**src/rtl/demux_pkg.sv**
```systemverilog
// demux_pkg: shared width, channel count and channel select constants for the 1-to-4 demux
package demux_pkg;
  localparam int DEF_WIDTH = 8;
  localparam int N_CH = 4;
  localparam logic [1:0] CH0 = 2'b00;
  localparam logic [1:0] CH1 = 2'b01;
  localparam logic [1:0] CH2 = 2'b10;
  localparam logic [1:0] CH3 = 2'b11;
endpackage

```
**src/rtl/demux_slot.sv**
```systemverilog
// demux_slot: one-entry EMPTY/FULL buffer; code reads zero while empty
module demux_slot
  import demux_pkg::*;
#(
  parameter int WIDTH = DEF_WIDTH
) (
  input  logic             i_clk,
  input  logic             i_rst,
  input  logic             i_load,
  input  logic             i_ready,
  input  logic [WIDTH-1:0] i_code,
  output logic [WIDTH-1:0] o_code,
  output logic             o_valid,
  output logic             o_free
);
  logic             valid_q, valid_d;
  logic [WIDTH-1:0] code_q, code_d;
  logic             drain;
  assign drain = valid_q & i_ready;
  // a load on a draining edge keeps the slot full with the new code
  always_comb begin
    valid_d = i_load | (valid_q & ~drain);
    code_d  = i_load ? i_code : (drain ? '0 : code_q);
  end
  // state register; reset wins over load and drain
  always_ff @(posedge i_clk) begin
    if (i_rst) begin
      valid_q <= 1'b0;
      code_q  <= '0;
    end else begin
      valid_q <= valid_d;
      code_q  <= code_d;
    end
  end
  assign o_code  = code_q;
  assign o_valid = valid_q;
  assign o_free  = ~valid_q | i_ready;
endmodule

```
**src/rtl/demux_1_4_8_bit_reg.sv**
```systemverilog
// demux_1_4_8_bit_reg: 1-to-4 registered demux; DEMUX_XFER_CNT_EN adds o_xfer_cnt accept counter
module demux_1_4_8_bit_reg
  import demux_pkg::*;
#(
  parameter int WIDTH = DEF_WIDTH
) (
  input  logic             i_clk,
  input  logic             i_rst,
  input  logic             i_en,
  input  logic [WIDTH-1:0] i_code,
  input  logic [1:0]       i_sel_code,
  input  logic             i_valid,
  output logic             o_ready,
  output logic [WIDTH-1:0] o_code_0,
  output logic [WIDTH-1:0] o_code_1,
  output logic [WIDTH-1:0] o_code_2,
  output logic [WIDTH-1:0] o_code_3,
  output logic             o_valid_0,
  output logic             o_valid_1,
  output logic             o_valid_2,
  output logic             o_valid_3,
`ifdef DEMUX_XFER_CNT_EN
  output logic [15:0]      o_xfer_cnt,
`endif
  input  logic             i_ready_0,
  input  logic             i_ready_1,
  input  logic             i_ready_2,
  input  logic             i_ready_3
);
  logic [N_CH-1:0]  ready, free, valid, load;
  logic [WIDTH-1:0] code [N_CH];
  logic             accept;
  assign ready   = {i_ready_3, i_ready_2, i_ready_1, i_ready_0};
  assign o_ready = ~i_rst & i_en & free[i_sel_code];
  assign accept  = i_valid & o_ready;
  genvar g;
  for (g = 0; g < N_CH; g++) begin : g_slot
    assign load[g] = accept & (i_sel_code == 2'(g));
    demux_slot #(.WIDTH(WIDTH)) u_slot (
      .i_clk  (i_clk),
      .i_rst  (i_rst),
      .i_load (load[g]),
      .i_ready(ready[g]),
      .i_code (i_code),
      .o_code (code[g]),
      .o_valid(valid[g]),
      .o_free (free[g])
    );
  end
  assign o_code_0  = code[CH0];
  assign o_code_1  = code[CH1];
  assign o_code_2  = code[CH2];
  assign o_code_3  = code[CH3];
  assign o_valid_0 = valid[CH0];
  assign o_valid_1 = valid[CH1];
  assign o_valid_2 = valid[CH2];
  assign o_valid_3 = valid[CH3];
`ifdef DEMUX_XFER_CNT_EN
  logic [15:0] cnt_q;
  // accept counter, wraps naturally at 16 bits
  always_ff @(posedge i_clk) begin
    if (i_rst) cnt_q <= '0;
    else if (accept) cnt_q <= cnt_q + 16'd1;
  end
  assign o_xfer_cnt = cnt_q;
`endif
endmodule

```
**config.mk**
```make
export PLATFORM = sky130hd
export DESIGN_NAME = demux_1_4_8_bit_reg
export DESIGN_NICKNAME = d
export VERILOG_FILES = /design/src/rtl/demux_pkg.sv /design/src/rtl/demux_slot.sv /design/src/rtl/demux_1_4_8_bit_reg.sv
export SDC_FILE = /design/constraint.sdc
export NUM_CORES = 1
export LEC_CHECK = 0
export CORE_MARGIN = 2
export CORE_UTILIZATION = 34
export CTS_CLUSTER_DIAMETER = 200
export CTS_CLUSTER_SIZE = 10
export DETAILED_ROUTE_END_ITERATION = 12
export HOLD_SLACK_MARGIN = 0.08
export PLACE_DENSITY = 0.59
export SYNTH_ARGS = -nofsm -noshare
export SYNTH_HDL_FRONTEND = slang
export SYNTH_SLANG_ARGS = --single-unit
```
**constraint.sdc**
```tcl
create_clock -name i_clk -period 1.8 [get_ports i_clk]
set_input_delay 0.18 -clock i_clk [delete_from_list [all_inputs] [get_ports i_clk]]
set_output_delay 0.18 -clock i_clk [all_outputs]
set_load 0.02 [all_outputs]
```
# [Yosys cells after proc, flatten, opt, wreduce, memory -nomap -nowiden]
# Cells that the tools add are included.
[op_classes] magnitude_cmp=1 eq_ne=3 n_mux=10 bitwise=32 n_reduce_logical=5
[op_table] op="2-to-1 mux 8 bit" count=8
[op_table] op="bitwise AND 1 bit" count=15
[op_table] op="inverter 1 bit" count=9
[op_table] op="OR 1 bit" count=8
[op_table] op="nonzero test 2 bit" count=4
[op_table] op="== test 2 bit, second input constant" count=2
[op_table] op="less-than comparator 2 x 3 -> 1 bit, second input constant" count=1
[op_table] op="binary-select mux 1 bit (select 2 bit)" count=1
[op_table] op="== test 2 x 1 -> 1 bit, second input constant" count=1
[op_table] op="logical NOT 2 bit" count=1
[op_table] op="2-to-1 mux 1 bit" count=1
[word_totals] register_bits=36 out_inout_bits=37

# [Longest topological paths before layout]
[depth] ltp_word=8 mapped_depth=5

# [Modules after synthesis]
# A second synthesis with hierarchy kept.
[hier_totals] hier_cells=166 area_unflattened_um2=1386.3
[modules_own_cells] mod="demux_slot" n_inst=4 cells_per_inst=39 area_per_inst_um2=326.6
[modules_own_cells] mod="demux_1_4_8_bit_reg" n_inst=1 cells_per_inst=10 area_per_inst_um2=80.1

# [Worst setup path before layout]
# Ideal clock, no wire load.
[synth_path] path_kind="register -> output" from="register g_slot[2].u_slot.valid_q" to="output port o_ready" arrival_time_ns=1.382 path_slack_ns=0.238 stages_incl_launch_ff=5 n_path_buf=1 path_cell_list="dfxtp_1 nand2b_1 buf_2 mux4_2 and3b_1"
[synth_via] elab_chain_len=5
[synth_rtl] item="start, declared" line_no="demux_slot.sv:16" rtl="logic valid_q, valid_d;"
[synth_rtl] item="start signal, assigned" line_no="demux_slot.sv:31" rtl="valid_q <= valid_d;"
[synth_rtl] item="inverter 1 bit" line_no="demux_slot.sv:37" rtl="assign o_free = ~valid_q | i_ready;"
[synth_rtl] item="OR 1 bit" line_no="demux_slot.sv:37"
[synth_rtl] item="binary-select mux 1 bit (select 2 bit)" line_no="demux_1_4_8_bit_reg.sv:34" rtl="assign o_ready = ~i_rst & i_en & free[i_sel_code];"
[synth_rtl] item="2-to-1 mux 1 bit (not written as such)" line_no="demux_1_4_8_bit_reg.sv:34"
[synth_rtl] item="bitwise AND 1 bit" line_no="demux_1_4_8_bit_reg.sv:34"
[synth_rtl] item="end, declared" line_no="demux_1_4_8_bit_reg.sv:13" rtl="output logic o_ready,"
# Every way passes these cells. The select of a mux whose other input is x is not followed.

# [Worst setup path in the final report]
[layout_path] from="input port i_ready_2" to="output port o_ready"
[layout_via] elab_chain_len=4
[layout_rtl] item="start, declared" line_no="demux_1_4_8_bit_reg.sv:27" rtl="input logic i_ready_2,"
[layout_rtl] item="OR 1 bit" line_no="demux_slot.sv:37"
[layout_rtl] item="binary-select mux 1 bit (select 2 bit)" line_no="demux_1_4_8_bit_reg.sv:34"
[layout_rtl] item="2-to-1 mux 1 bit (not written as such)" line_no="demux_1_4_8_bit_reg.sv:34"
[layout_rtl] item="bitwise AND 1 bit" line_no="demux_1_4_8_bit_reg.sv:34"
# Every way passes these cells. The select of a mux whose other input is x is not followed.

==> flow_summary.yaml <==
status:
  status: "finished clean"
clocking:
  clock_tree.root_cell: "clkbuf_8"
  cts-buffers-inserted: 5
  cts_tree: "built"
  htree_levels: 2
  worst_skew_pair.late_latency_ns: 0.29
  cts_buffer_depth: 2
  cts_hold_buf: 0
  clock_sink_count: 36
  clkTransAtPathRegs_ns: 0.07
finish:
  fin_nets: 260
  final_layout_size_suffix_gt1_frac: 0.144
  post-route-util: 0.520
  antenna_cells: 0
  design_area_um2: 2420
  fillers: 442
  most-common-layout-cells: "52 x clkdlybuf4s50_1, 36 x dfxtp_1, 29 x a21oi_1"
  area.growth.synth_to_final_pct: 50.0
  layout_commonest_cell: "clkdlybuf4s50_1"
global_routing:
  antenna_violations_before_repair: 0
  first_global_vias: 1599
  grt_start_max_net_pins: 22
  grt_use_total: 0.200
  grt-ovfl-total: 0
  grt_first_pass_wirelength_um: 8090
yosys:
  synth_enable_flop_cells: 0
  postSynthCellCount: 178
  largest_family_of_logic_cells_by_synthesized_area: "simple AND/OR/NAND/NOR gates"
  ys_warn_count: 0
  synth-compound-area-share: 0.208
  synth-main-ff-cell: "dfxtp_1"
  synthMuxAreaShare: 0.0635
  postSynthAreaPerCell_um2: 9.07
  synth_xor_xnor_area_share: 0
  synth-adder-area-share: 0
  synth-simple-area-share: 0.230
  netlist_area_um2: 1620
  postSynth.asyncResetShare: 0
  synth-seq-cells: 36
  mappedNetlistNets: 196
  count_of_cell_types_in_the_netlist: 22
  synth_sequential_area_ratio: 0.446
critical_path:
  worstPathCellList: "clkdlybuf4s50_1 -> nand2b_4 -> mux4_2 -> and3b_1 -> buf_2"
  critical_path_arrival_ns: 1.57
  critPathRequiredTime_ns: 1.62
  critical_path.max_stage_delay_ns: 0.45
  critical_path.top_delay_family: "buffers and inverters"
  timing.rr.end: "g_slot[1].u_slot.o_code[2]"
  crit_path_max_fanout: 2
  crit_path_top_delay_cell: "mux4_2"
  rr_worst_depth: 4
  setup.worst_path.end_class: "output port"
  start_kind: "input port"
  reg2reg_from: "g_slot[1].u_slot.o_valid"
  timing.reg2reg.setup_slack_ns: 0.24
  cp.buffers_inverters: 2
  critPathKind: "in -> out"
hold_path:
  min-delay-path-class: "in -> reg"
  hold_path_end: "g_slot[1].u_slot.o_valid"
  min-delay-start: "i_ready_1"
  whs_path_depth: 4
route:
  detail_route.wl_per_cell_um: 17.7
  drt_iter0_markers: 221
  postRouteAntennaNets: 0
  drc: 0
  vias_per_inst: 5.91
  detail_route.first_pass.iterations: 5
  detailroute.via_count: 1754
  totalWireLength_um: 5260
die:
  die_height_um: 72.9
  top_level_ports: 55
  start_util: 0.347
  die_outline_area_um2: 5320
  num_rows: 25
  core_um2: 4660
  floorplan.die.width_um: 72.9
job:
  cap_violations: 0
sta:
  slew_headroom: 0.564
  setup_viol: 0
  tightestPinTransition_ns: 0.652
  ratio_of_final_minimum_period_to_clock_period: 0.973
  final_max_slew_viol_count: 0
  rsz0062_at_grt: "no"
  final.setup_skew_ns: 0.00575
  period_needed_ns: 1.75
  maxClockFrequency_mhz: 571
  finalHoldViolCount: 0
placed_design:
  dp.final_hpwl_um: 3470
  routabilityCongestion: 0.826
  placed_area_um2: 2310
  port_buffers: 54
pwr:
  vdd_ir_drop_max_uv: 403
  static-leakage-power_nw: 0.809
  power_per_cell_area_nw_per_um2: 669
==> where the power goes <==
part	leakage [nW]	internal (mW)	switching, mW
clock	0.0455	0.312	0.290
sequential	0.291	0.806	0.00573
combinational	0.473	0.0943	0.110
total	0.809	1.21	0.406
==> Yosys cell counts, drive strengths merged (2+ instances only) <==
cell type  number  share of area
o211ai         16          0.074
nor2            2         0.0046
nand2b         13          0.050
a21oi          29          0.090
nor2b           2         0.0077
dfxtp          36           0.45
buf            13          0.039
nand4          24          0.093
clkbuf          5          0.012
o311ai          8          0.043
mux2i           8          0.050
nand2          13          0.030
==> per-stage QoR <==
step                std cells  TNS (ns)  power (mW)  worst slack (ns)  hold WS [ns]
floorplan                 178         0       0.915             0.238         0.335
finish                    297         0        1.62            0.0486         0.433
detailed placement        289    -0.353        1.03            -0.353         0.449
CTS                       297         0        1.63            0.0344         0.465
global placement          289    -0.342        1.03            -0.342         0.447
global route              297         0        1.68           0.00841         0.473
==> worst max path at each step <==
stage	cells after the start	startpoint	slack, ns	end
6_report	5	i_ready_2	0.05	o_ready
5_1_grt	5	i_ready_0	0.008	o_ready
4_1_cts	5	i_ready_3	0.03	o_ready
3_5_place_dp	5	i_ready_1	-0.35	o_ready
3_3_place_gp	5	i_ready_1	-0.34	o_ready
2_1_floorplan	4	g_slot[2].u_slot.o_valid	0.24	o_ready
==> registers in the layout, summed over array words and instances, names as in the netlist <==
register / count
g_slot.u_slot.o_valid: 4
g_slot.u_slot.o_code: 32
==> routing by layer <==
metal,vias to the layer above,global-route usage,part of all wire
met1,850,0.274,0.43
met3,14,0.0331,0.060
met4,0,0.0967,0.029
met5,-,0,0
met2,79,0.307,0.48
li1,811,-,-
==> layout make-up <==
class	count	area (um2)	area share
Sequential cell	36	721	0.298
Tap cell	54	67.6	0.0279
Multi-Input combinational cell	123	832	0.343
Timing Repair Buffer	75	708	0.292
Inverter	1	3.75	0.00155
Clock buffer	8	90.1	0.0372
==> timing repair <==
| action | CTS | global route |
|---|---|---|
| pin swaps | 0 | 0 |
| endpoints found under the setup margin | 1 | 1 |
| gates resized for setup | 5 | 3 |
| setup buffers | 0 | 0 |
==> tightest hold or removal path, delay by kind of cell <==
| kind | cells | cell delay [ns] |
|---|---|---|
| compound gates | 1 | 0.16 |
| buf+inv | 1 | 0.13 |
| simple gates | 2 | 0.21 |
==> cells by family after synthesis <==
kind of cell           Yosys count
AO/OA/AOI/OAI                   53
multiplexers                     9
flip-flops                      36
AND/OR/NAND/NOR                 61
buffers and inverters           19
Power figures use the tool's default switching activity.
